### src/rtl/dvi_pkg.sv
// Shared DVI/TMDS definitions: symbol width, disparity counter width,
// control tokens and small helpers used by the encoder pipeline.
package dvi_pkg;

    localparam int unsigned TMDS_W = 10;
    localparam int unsigned CNT_W  = 5;

    localparam logic [TMDS_W-1:0] TOK_C00 = 10'b1101010100;
    localparam logic [TMDS_W-1:0] TOK_C01 = 10'b0010101011;
    localparam logic [TMDS_W-1:0] TOK_C10 = 10'b0101010100;
    localparam logic [TMDS_W-1:0] TOK_C11 = 10'b1010101011;

    // Running disparity, two's complement, wraps rather than saturates
    typedef logic signed [CNT_W-1:0] disp_t;

    // Which stage-2 encoding rule applies to the current symbol
    typedef enum logic [1:0] {
        ENC_CTRL,   // blanking: emit control token, clear disparity
        ENC_BAL,    // disparity zero or word balanced
        ENC_INV,    // invert data bits to pull disparity back
        ENC_DIR     // send data bits as-is
    } enc_sel_e;

    function automatic logic [TMDS_W-1:0] ctrl_token(input logic c1, input logic c0);
        logic [TMDS_W-1:0] tok;
        unique case ({c1, c0})
            2'b00:   tok = TOK_C00;
            2'b01:   tok = TOK_C01;
            2'b10:   tok = TOK_C10;
            default: tok = TOK_C11;
        endcase
        return tok;
    endfunction

    function automatic logic [3:0] popcount8(input logic [7:0] v);
        logic [3:0] n;
        n = '0;
        for (int unsigned i = 0; i < 8; i++) begin
            n = n + {3'b000, v[i]};
        end
        return n;
    endfunction

endpackage

### src/rtl/tmds_qm_stage.sv
// TMDS stage 1: transition-minimised word q_m and its ones/zeros counts,
// registered together with de and the control bits.
module tmds_qm_stage
    import dvi_pkg::*;
(
    input  logic       i_clk,
    input  logic       i_arst,
    input  logic [7:0] i_data,
    input  logic       i_de,
    input  logic       i_c0,
    input  logic       i_c1,
    output logic [8:0] o_qm,
    output logic [3:0] o_n1q,
    output logic [3:0] o_n0q,
    output logic       o_de,
    output logic       o_c0,
    output logic       o_c1
);

    logic [7:0] w_data;
    logic [3:0] w_n1;
    logic       w_use_xnor;
    logic [8:0] w_qm;
    logic [3:0] w_n1q;

    logic [8:0] r_qm;
    logic [3:0] r_n1q;
    logic [3:0] r_n0q;
    logic       r_de;
    logic       r_c0;
    logic       r_c1;

    // Build q_m; data is masked during blanking so unknown bytes never enter the pipe
    always_comb begin
        logic [8:0] qm;
        w_data     = i_de ? i_data : '0;
        w_n1       = popcount8(w_data);
        w_use_xnor = (w_n1 > 4'd4) || ((w_n1 == 4'd4) && !w_data[0]);
        qm         = '0;
        qm[0]      = w_data[0];
        for (int unsigned i = 1; i < 8; i++) begin
            qm[i] = w_use_xnor ? ~(qm[i-1] ^ w_data[i]) : (qm[i-1] ^ w_data[i]);
        end
        qm[8]      = ~w_use_xnor;
        w_qm       = qm;
        w_n1q      = popcount8(qm[7:0]);
    end

    // Stage-1 pipeline register
    always_ff @(posedge i_clk or posedge i_arst) begin
        if (i_arst) begin
            r_qm  <= '0;
            r_n1q <= '0;
            r_n0q <= '0;
            r_de  <= 1'b0;
            r_c0  <= 1'b0;
            r_c1  <= 1'b0;
        end else begin
            r_qm  <= w_qm;
            r_n1q <= w_n1q;
            r_n0q <= 4'd8 - w_n1q;
            r_de  <= i_de;
            r_c0  <= i_c0;
            r_c1  <= i_c1;
        end
    end

    assign o_qm  = r_qm;
    assign o_n1q = r_n1q;
    assign o_n0q = r_n0q;
    assign o_de  = r_de;
    assign o_c0  = r_c0;
    assign o_c1  = r_c1;

endmodule

### src/rtl/tmds_encoder.sv
// TMDS encoder for one DVI channel: stage 1 (q_m) in tmds_qm_stage,
// stage 2 (DC balancing against the running disparity) here.
module tmds_encoder
    import dvi_pkg::*;
(
    input  logic              i_clk,
    input  logic              i_arst,
    input  logic [7:0]        i_data,
    input  logic              i_de,
    input  logic              i_c0,
    input  logic              i_c1,
    output logic [TMDS_W-1:0] o_tmds
);

    logic [8:0]        w_qm;
    logic [3:0]        w_n1q;
    logic [3:0]        w_n0q;
    logic              w_de;
    logic              w_c0;
    logic              w_c1;

    disp_t             w_diff;
    disp_t             w_two_q8;
    disp_t             w_two_nq8;
    logic              w_cnt_zero;
    logic              w_cnt_neg;
    logic              w_cnt_pos;
    enc_sel_e          w_sel;
    logic [TMDS_W-1:0] w_tmds_next;
    disp_t             w_cnt_next;

    disp_t             r_cnt;
    logic [TMDS_W-1:0] r_tmds;

    tmds_qm_stage u_qm (
        .i_clk  (i_clk),
        .i_arst (i_arst),
        .i_data (i_data),
        .i_de   (i_de),
        .i_c0   (i_c0),
        .i_c1   (i_c1),
        .o_qm   (w_qm),
        .o_n1q  (w_n1q),
        .o_n0q  (w_n0q),
        .o_de   (w_de),
        .o_c0   (w_c0),
        .o_c1   (w_c1)
    );

    // Choose the encoding rule from de, disparity sign and word balance
    always_comb begin
        w_cnt_zero = (r_cnt == '0);
        w_cnt_neg  = r_cnt[CNT_W-1];
        w_cnt_pos  = !w_cnt_neg && !w_cnt_zero;
        if (!w_de) begin
            w_sel = ENC_CTRL;
        end else if (w_cnt_zero || (w_n1q == w_n0q)) begin
            w_sel = ENC_BAL;
        end else if ((w_cnt_pos && (w_n1q > w_n0q)) || (w_cnt_neg && (w_n0q > w_n1q))) begin
            w_sel = ENC_INV;
        end else begin
            w_sel = ENC_DIR;
        end
    end

    // Output symbol and next disparity; all terms are 5-bit signed so nothing truncates
    always_comb begin
        w_diff      = disp_t'({1'b0, w_n1q}) - disp_t'({1'b0, w_n0q});
        w_two_q8    = disp_t'({3'b000, w_qm[8], 1'b0});
        w_two_nq8   = disp_t'({3'b000, ~w_qm[8], 1'b0});
        w_tmds_next = ctrl_token(w_c1, w_c0);
        w_cnt_next  = '0;
        unique case (w_sel)
            ENC_BAL: begin
                w_tmds_next = {~w_qm[8], w_qm[8], (w_qm[8] ? w_qm[7:0] : ~w_qm[7:0])};
                w_cnt_next  = w_qm[8] ? (r_cnt + w_diff) : (r_cnt - w_diff);
            end
            ENC_INV: begin
                w_tmds_next = {1'b1, w_qm[8], ~w_qm[7:0]};
                w_cnt_next  = r_cnt + w_two_q8 - w_diff;
            end
            ENC_DIR: begin
                w_tmds_next = {1'b0, w_qm[8], w_qm[7:0]};
                w_cnt_next  = r_cnt + w_diff - w_two_nq8;
            end
            default: begin
                w_tmds_next = ctrl_token(w_c1, w_c0);
                w_cnt_next  = '0;
            end
        endcase
    end

    // Stage-2 register: symbol out and running disparity
    always_ff @(posedge i_clk or posedge i_arst) begin
        if (i_arst) begin
            r_tmds <= TOK_C00;
            r_cnt  <= '0;
        end else begin
            r_tmds <= w_tmds_next;
            r_cnt  <= w_cnt_next;
        end
    end

    assign o_tmds = r_tmds;

endmodule

### config.mk
export PLATFORM = sky130hd
export DESIGN_NAME = tmds_encoder
export DESIGN_NICKNAME = d
export VERILOG_FILES = /design/src/rtl/dvi_pkg.sv /design/src/rtl/tmds_qm_stage.sv /design/src/rtl/tmds_encoder.sv
export SDC_FILE = /design/constraint.sdc
export NUM_CORES = 1
export LEC_CHECK = 0
export ABC_AREA = 1
export BUFFER_PORTS_ARGS = -buffer_cell sky130_fd_sc_hd__buf_2
export CAP_MARGIN = 20
export CELL_PAD_IN_SITES_DETAIL_PLACEMENT = 1
export CELL_PAD_IN_SITES_GLOBAL_PLACEMENT = 1
export CORE_MARGIN = 1
export CORE_UTILIZATION = 28
export DETAILED_ROUTE_END_ITERATION = 16
export GPL_ROUTABILITY_DRIVEN = 0
export PLACE_DENSITY_LB_ADDON = 0.25
export SLEW_MARGIN = 15
export SYNTH_ARGS = -nofsm -noshare
export SYNTH_HDL_FRONTEND = slang
export SYNTH_HIERARCHICAL = 1
export SYNTH_SLANG_ARGS = --single-unit
### constraint.sdc
create_clock -name i_clk -period 3.76 [get_ports i_clk]
set_input_delay 0.188 -clock i_clk [delete_from_list [all_inputs] [get_ports i_clk]]
set_output_delay 0.188 -clock i_clk [all_outputs]
set_load 0.05 [all_outputs]
# --- Yosys cells after proc, flatten, opt, wreduce, memory -nomap -nowiden ---
# Index checks and enable logic that the tools add are counted.
# Widths: inputs -> output; s select.
totals:
  elab_cells: 84
  reg_bits: 35
  out_inout_bits: 10
  in_bits: 13
op_classes:
  addsub: 21
  eq_ne: 7
  n_lt_le_gt_ge: 3
  mux: 16
  reduce_logical: 12
  bitwise: 17
ops:
  columns: ["op", "count"]
  rows:
  - ["$pmux 10 s3", 2]
  - ["$add 4x1->4", 12]
  - ["$mux 8", 2]
  - ["$pmux 5 s3", 1]
  - ["$sub 5x5->5", 2]
  - ["$not 1->1", 9]
  - ["$gt 4x4->1", 2]
  - ["$mux 1", 8]
  - ["$not 8->8", 1]
  - ["$xor 1x1->1", 7]
  - ["$eq 2x2->1 const B", 3]
  - ["$add 5x3->5", 1]
  - ["$add 5x5->5", 1]
  - ["$logic_not 5->1", 1]
  - ["$mux 5", 1]
  - ["$sub 4x4->5", 1]
  - ["$sub 5x3->5", 1]
  - ["$add 1x1->2", 2]
  - ["$eq 2x1->1 const B", 2]
  - ["$eq 4x3->1 const B", 1]
  - ["$eq 4x4->1", 1]
  - ["$gt 4x3->1 const B", 1]
  - ["$logic_and 1x1->1", 4]
  - ["$mux 2", 2]
  - ["other kinds (4)", 8]

# --- Longest topological paths before layout ---
# Gate-level depths: netlist of the first run.
logic_depth:
  depth_word: 32
  mapped_depth: 27
  depth_no_buf: 26

# --- Cells and area by module ---
# The synthesis of the first run kept the hierarchy.
modules_own_cells:
  columns: ["module", "seq_area_each_um2", "area_per_inst_um2", "cells_per_inst", "instances"]
  rows:
  - ["tmds_encoder", 381.6, 1695.4, 239, 1]
  - ["tmds_qm_stage", 475.5, 1187.4, 128, 1]

# --- Worst setup path after synthesis of the first run ---
# Ideal clock, no wire load.
synth_timing:
  kind: "input-to-reg"
  from: "input port i_de"
  to: "register u_qm.r_n0q[2], in the netlist u_qm/o_n0q[2]"
  arrival_ps: 5445
  path_stages: 23
  slack_ps: -1820
  required_time_ps: 3624
  cell_sequence: "buf_6 > nand2_1 > inv_1 > fa_1 > inv_1 > fa_1 > inv_1 > fa_1 > ha_1 > fa_1 > nor2_1 > nand2_1 > nand2_1 > nand2_2 > xor2_1 > ha_1 > fa_1 > fa_1 > ha_1 > fa_1 > inv_1 > ha_1 > xor2_1"
synth_via:
  elab_chain_len: 32
  word_cells_on_any_way: 42
  classes_between: "add/sub (15); order compare (1); eq/ne (1); mux (8); bitwise (14); reduce/logical (3)"
synth_lines:
  columns: ["item", "line_no", "text"]
  rows:
  - ["start, declared", "tmds_encoder.sv:9", "input logic i_de,"]
  - ["$mux 8 *", "tmds_qm_stage.sv:36", "w_data = i_de ? i_data : '0;"]
  - ["parallel branches: the longest is 29 deep, another holds $add 4x1->4", null, null]
  - ["$add 4x1->4 *", "dvi_pkg.sv:39", "n = n + {3'b000, v[i]};"]
  - ["named net u_qm.w_n1q[1]", "tmds_qm_stage.sv:24", "logic [3:0] w_n1q;"]
  - ["$sub 4x4->4 *", "tmds_qm_stage.sv:61", "r_n0q <= 4'd8 - w_n1q;"]
  - ["end signal, assigned", "tmds_qm_stage.sv:61", null]
  - ["end, declared", "tmds_qm_stage.sv:28", "logic [3:0] r_n0q;"]
# Mark *: on every way through the listed nets, which the timed path passes.

# --- Worst setup path after layout of the first run ---
layout_timing:
  from: "input port i_de"
  to: "register u_qm.r_n0q[2], in the netlist u_qm/o_n0q[2]"
layout_via:
  elab_chain_len: 32
  word_cells_on_any_way: 42
  classes_between: "add/sub (15); order compare (1); eq/ne (1); mux (8); bitwise (14); reduce/logical (3)"
layout_lines:
  columns: ["item", "line_no", "text"]
  rows:
  - ["$mux 8 *", "tmds_qm_stage.sv:36", null]
  - ["named net u_qm.w_data[0]", "tmds_qm_stage.sv:20", "logic [7:0] w_data;"]
  - ["parallel branches: the longest is 29 deep, another holds $add 4x1->4", null, null]
  - ["$add 4x1->4 *", "dvi_pkg.sv:39", null]
  - ["named net u_qm.w_n1q[1]", "tmds_qm_stage.sv:24", null]
  - ["$sub 4x4->4 *", "tmds_qm_stage.sv:61", null]
# Marks and branches as above.

==> results of run 1 <==
[worst max path at each step]
stage / to / slack (ps) / depth (start not counted)
finish: u_qm/o_n0q[2] / -1490 / 23
global route: u_qm/o_n0q[2] / -1710 / 27
CTS: u_qm/o_n0q[2] / -1480 / 23
global placement: u_qm/o_n0q[2] / -1800 / 23
floorplan: u_qm/o_n0q[2] / -1630 / 23
detailed placement: u_qm/o_n0q[2] / -1890 / 26
[metal layers]
| layer | global-route usage | wire (µm) | up-vias |
|---|---|---|---|
| met1 | 0.190 | 3380 | 1214 |
| met2 | 0.269 | 3830 | 38 |
| li1 | - | - | 1275 |
| met3 | 0.0141 | 179 | 7 |
| met4 | 0.0390 | 80 | 0 |
| met5 | 0 | 0 | - |
[state kept, by name (all words and copies together) (netlist names)]
register and flops:
u_qm/o_c0 1, u_qm/o_de 1, u_qm/o_c1 1, o_tmds 10
u_qm/o_n0q 4, r_cnt 5, u_qm/o_qm 9, u_qm/o_n1q 3
[final cells by class]
cell class,count,area share
sequential,34,0.239
clock buffer,6,0.0231
inverter,71,0.0751
timing repair buffer,56,0.109
tap,133,0.0465
clock inverter,2,0.00349
multi-input combinational,256,0.503
[per-stage QoR]
step / TNS, ps / hold WS (ps)
3_5_place_dp: -11090 / 300
6_report: -8340 / -13.0
2_1_floorplan: -9290 / 85.9
3_3_place_gp: -10490 / 297
5_1_grt: -9920 / 52.6
4_1_cts: -8370 / 29.7
[cells by family after synthesis]
logic type | count (synthesis) | share of synthesized area
and+or+nand+nor | 188 | 0.312
buffers and inverters | 77 | 0.107
xor gates and xnor gates | 11 | 0.0360
DFF | 34 | 0.297
adders and majority gates | 43 | 0.220
AOI/OAI and AO/OA | 14 | 0.0278
[synthesized netlist by cell type, drive strengths merged]
master	number
nand3b	2
dfrtp	29
nand2	101
a21oi	5
o21bai	1
clkbuf	3
nor3	1
o21ai	6
clkinv	1
fa	13
ha	30
xor2	7
a22oi	1
dfstp	5
nand3	53
xnor2	4
buf	3
and2	1
nand4	19
inv	70
nor2	11
a31oi	1
[what timing repair did]
action	4_1_cts	5_1_grt
setup buffers	2	0
setup endpoints to repair	7	7
resized for setup	14	9
endpoints found under the hold margin	2	0
pin swaps	5	4
hold buffers	2	0
==> summary.txt, run 1 <==
Clocking
  – Clock Path Buffers: 2
  – CTS tree: done
  – H-tree levels: 2
  – TritonCTS buffer count: 5
  – Number of clock sinks: 34
  – Clock transition at the registers of the reported paths: 80 ps
  – Clk_lat worst skew: a little under 300 ps
  – CTS root buffer: clkbuf_8

Cells and area
  – Sequential cell area: between 800 and 900 µm²
  – Commonest non-fill, non-tap cell in the layout: nand2_1
  – Post-route cell area: 3580 µm²
  – Area delta synth->final: 24.3%
  – Commonest non-fill, non-tap cells in the layout: nand2_1, inv_1, nand3_1, buf_4, dfrtp_1
  – # fillers: between 1,000 and 1,500
  – Diode count: 0
  – Layout cells sized above 1: 0.268
  – # nets final: between 400 and 500
  – Post-Layout Cell Count: 558
  – Area of the multi-input gates: 1800 µm²
  – Fin util: 0.363

Worst setup path
  – CP max FO: 5
  – R2R setup slack: 820 ps
  – Worst r2r path cells: 16
  – Setup CP Type: in -> reg
  – Crit path buffers/inverters: 5
  – CP Cell Sequence: buf_12, nand2_4, inv_4, fa_1, inv_2, fa_1, inv_2, fa_1, ha_2, fa_1, nor2_2, nand2_1, nand2_2, nand2_4, xor2_1, ha_1, fa_1, fa_1, ha_2, fa_2, inv_2, ha_4, xor2_1
  – Crit end category: register
  – Reg-to-Reg End: r_cnt[4]
  – Worst path max stage delay: 550 ps
  – Worst Setup Start Kind: input port
  – Slowest CP cell: fa_1
  – Required time worst endpoint: around 3900 ps
  – Setup crit start: i_de
  – WP data arrival: approximately 5400 ps
  – Crit path max-delay family: adder cells
  – R2R Path Start: u_qm/o_n1q[2]
  – Cell mode on critical path: fa_1

Synth
  – Synth Area per Inst: 7.85 µm²
  – Yosys top cell by area: dfrtp_1
  – Seq cells post-synth: 34
  – Seq/Total Area, Yosys: 0.297
  – Synth cell types: 31
  – Top-area cell type share of the netlist area: 0.252
  – Synth area leaders: dfrtp_1, ha_1, nand2_1
  – Cell Area, Synth: ~2900 µm²
  – Synthesized net count: 423
  – Syn Inst Count: 367
  – Yosys warning count: 6

Detailed routing
  – DRC violations left: 0
  – DRT antenna net count: 0
  – Post-detailed-route wirelength per cell: around 13 µm
  – Starting DRT DRC Count: 64
  – Final wirelength: ~7.5 mm
  – First-pass iteration count of the detailed router: 4
  – Via count: 2,534
  – Via density per instance: ~4.5

STA
  – Fin Hold WS: -13.0 ps
  – Max Clock Freq: around 0.19 GHz
  – Final-report max-slew violation count: 0
  – Worst Tran Pin Value: 730 ps
  – Final Hold Fails: 10
  – Final period util: 1.40
  – Slack of the critical path: -1490 ps
  – Layout Skew: 9.35 ps
  – Final Setup Violations: 7
  – RSZ-0062 raised after global routing: yes
  – Final Critical Period: 5250 ps
  – Relative slew slack: 0.508

Flow run
  – Max Cap Viol: 0

Die
  – IO Pins: 23
  – Full die area: roughly 11,000 µm²
  – Row count: 36
  – Die height: 103 µm
  – Core Box Area: ~10000 µm²
  – Starting Density: 0.292
  – Die W: 103 µm

Global route
  – Global-route wire length before repair: 12.2 mm
  – Vias in the first global route: 2,579
  – Pin count of the biggest net entering global routing: 20
  – Remaining Overflow, GRT: 0
  – GRT Util Overall: 0.149
  – Initial antenna violation count: 0

Placement
  – Place WS: -1890 ps
  – Cell Area, Placed: approximately 3400 µm²
  – Cell count after placement: 546
  – PortBufs: 22
  – Dpl hpwl: 6.23 mm

Status
  – Failing checks: hold timing, setup timing
  – Status: finished with violations

Hold path
  – HP Class: in -> async
Power of run 1 is left out: the tool's default activity adds up to more than one toggle a clock period on the data nets, which glitch-free logic cannot reach.
==> run 2: changes to the inputs <==
Settings changed: CORE_UTILIZATION 28 to 35.
==> summary.txt, run 2 (synthesis results as in run 1) <==
Clocking
  – CTS tree: done (unchanged)
  – Clock transition at the registers of the reported paths: 70 ps (was 80 ps)
  – Clk_lat worst skew: 280 ps (was 290 ps)
  – CTS root buffer: clkbuf_8 (unchanged)
  – Clock Path Buffers: 2 (unchanged)
  – TritonCTS buffer count: 5 (unchanged)
  – H-tree levels: 2 (unchanged)
  – Number of clock sinks: 34 (unchanged)

STA
  – Slack of the critical path: -1440 ps (was -1490 ps)
  – Worst Tran Pin Value: 726 ps (was 730 ps)
  – Layout Skew: 2.93 ps (was 9.35 ps)
  – Final period util: 1.38 (was 1.40)
  – Final Critical Period: 5200 ps (was 5250 ps)
  – Final Setup Violations: 7 (unchanged)
  – Final-report max-slew violation count: 0 (unchanged)
  – Relative slew slack: 0.511 (was 0.508)
  – Final Hold Fails: 7 (was 10)
  – Max Clock Freq: 0.192 GHz (was 0.191 GHz)
  – Fin Setup TNS: -8190 ps (was -8340 ps)
  – Fin Hold WS: -8.33 ps (was -13.0 ps)
  – RSZ-0062 raised after global routing: yes (unchanged)

Global route
  – Global-route wire length before repair: 12.5 mm (was 12.2 mm)
  – GRT Util Overall: 0.183 (was 0.149)
  – Pin count of the biggest net entering global routing: 20 (unchanged)
  – Remaining Overflow, GRT: 0 (unchanged)
  – Vias in the first global route: 2,784 (was 2,579)
  – Initial antenna violation count: 0 (unchanged)

Cells and area
  – Layout cells sized above 1: 0.255 (was 0.268)
  – Commonest non-fill, non-tap cells in the layout: nand2_1, inv_1, nand3_1, buf_4, dfrtp_1 (unchanged)
  – # fillers: 990 (was 1,203)
  – Max FFs per register: 10 (unchanged)
  – Diode count: 0 (unchanged)
  – Area delta synth->final: 24.0% (was 24.3%)
  – # nets final: 483 (was 480)
  – Commonest non-fill, non-tap cell in the layout: nand2_1 (unchanged)

Worst setup path
  – Worst Setup Start Kind: input port (unchanged)
  – Required time worst endpoint: 3930 ps (was 3940 ps)
  – Setup CP Type: in -> reg (unchanged)
  – Crit path max-delay family: adder cells (unchanged)
  – Cell mode on critical path: fa_1 (unchanged)
  – Slowest CP cell: fa_1 (unchanged)
  – CP endpoint: u_qm/o_n0q[2] (unchanged)
  – CP max FO: 5 (unchanged)
  – Crit path buffers/inverters: 5 (unchanged)
  – Worst r2r path cells: 16 (unchanged)
  – Setup crit start: i_de (unchanged)
  – Crit end category: register (unchanged)
  – WP data arrival: 5380 ps (was 5420 ps)
  – Reg-to-Reg End: r_cnt[4] (unchanged)
  – Worst path max stage delay: 530 ps (was 550 ps)
  – Stages on worst setup path: 23 (unchanged)
  – CP Cell Sequence: buf_12, nand2_4, inv_4, fa_1, inv_1, fa_1, inv_2, fa_1, ha_4, fa_1, nor2_1, nand2_1, nand2_2, nand2_4, xor2_1, ha_1, fa_1, fa_1, ha_2, fa_1, inv_2, ha_4, xor2_1 (was buf_12, nand2_4, inv_4, fa_1, inv_2, fa_1, inv_2, fa_1, ha_2, fa_1, nor2_2, nand2_1, nand2_2, nand2_4, xor2_1, ha_1, fa_1, fa_1, ha_2, fa_2, inv_2, ha_4, xor2_1)
  – R2R setup slack: 780 ps (was 820 ps)
  – R2R Path Start: u_qm/o_n1q[2] (unchanged)

Status
  – Failing checks: hold timing, setup timing (unchanged)
  – Status: finished with violations (unchanged)

Placement
  – PortBufs: 22 (unchanged)
  – Dpl hpwl: 5.89 mm (was 6.23 mm)

Die
  – IO Pins: 23 (unchanged)
  – Row count: 32 (was 36)
  – Die W: 92.8 µm (was 103 µm)
  – Core Box Area: 7850 µm² (was 9860 µm²)
  – Starting Density: 0.367 (was 0.292)
  – Full die area: 8600 µm² (was 10,700 µm²)
  – Die height: 92.8 µm (was 103 µm)

Detailed routing
  – Post-detailed-route wirelength per cell: 13.4 µm (about the same)
  – Via density per instance: 4.83 (was 4.54)
  – Final wirelength: 7.10 mm (was 7.47 mm)
  – Via count: 2,560 (was 2,534)
  – Starting DRT DRC Count: 46 (was 64)
  – DRT antenna net count: 0 (unchanged)
  – DRC violations left: 0 (unchanged)
  – First-pass iteration count of the detailed router: 4 (unchanged)

Flow run
  – Max Cap Viol: 0 (unchanged)

Hold path
  – HP Class: in -> async (unchanged)
run 2: area by class of cell:
| class | count | area, µm² | share of cell area |
|---|---|---|---|
| clock buffer | 7 | 86.3 | 0.0241 |
| clock inverter | 1 | 30.0 | 0.00840 |
| inverter | 71 | 269 | 0.0752 |
| multi-input combinational | 256 | 1790 | 0.500 |
| sequential | 34 | 857 | 0.240 |
| tap | 102 | 128 | 0.0357 |
| timing repair buffer | 59 | 418 | 0.117 |
run 2: through the flow:
stage          setup WS (ps)  instances   util  hold WS [ps]  area [µm²]
2_1_floorplan          -1630        367      -          85.9        2930
3_3_place_gp           -1780        515  0.426           299        3340
3_5_place_dp           -1850        515  0.426           299        3340
4_1_cts                -1460        526  0.445          1.19        3500
5_1_grt                -1650        530  0.456          7.90        3580
6_report               -1440        530  0.456         -8.33        3580
run 2: timing repair:
item                                   CTS  global route
gates resized for setup                  6            11
setup endpoints to repair                7             7
setup buffers                            2             4
hold buffers                             1             0
endpoints found under the hold margin    1             0
pin swaps                                5             2
run 2: how the worst min path moves through the flow:
| stage | end |
|---|---|
| floorplan | o_tmds[0] |
| detailed placement | u_qm/o_c1 |
| global placement | r_cnt[0] |
| CTS | u_qm/o_c0 |
| global route | u_qm/o_c0 |
| finish | r_cnt[0] |
run 2: routing by layer:
| layer | GRT usage | wire [µm] | up-vias |
|---|---|---|---|
| li1 | - | - | 1280 |
| met2 | 0.356 | 3840 | 22 |
| met1 | 0.214 | 3090 | 1253 |
| met3 | 0.0197 | 100 | 5 |
| met5 | 0 | 0 | - |
| met4 | 0.0359 | 63 | 0 |
Power of run 2 is left out for the same reason.
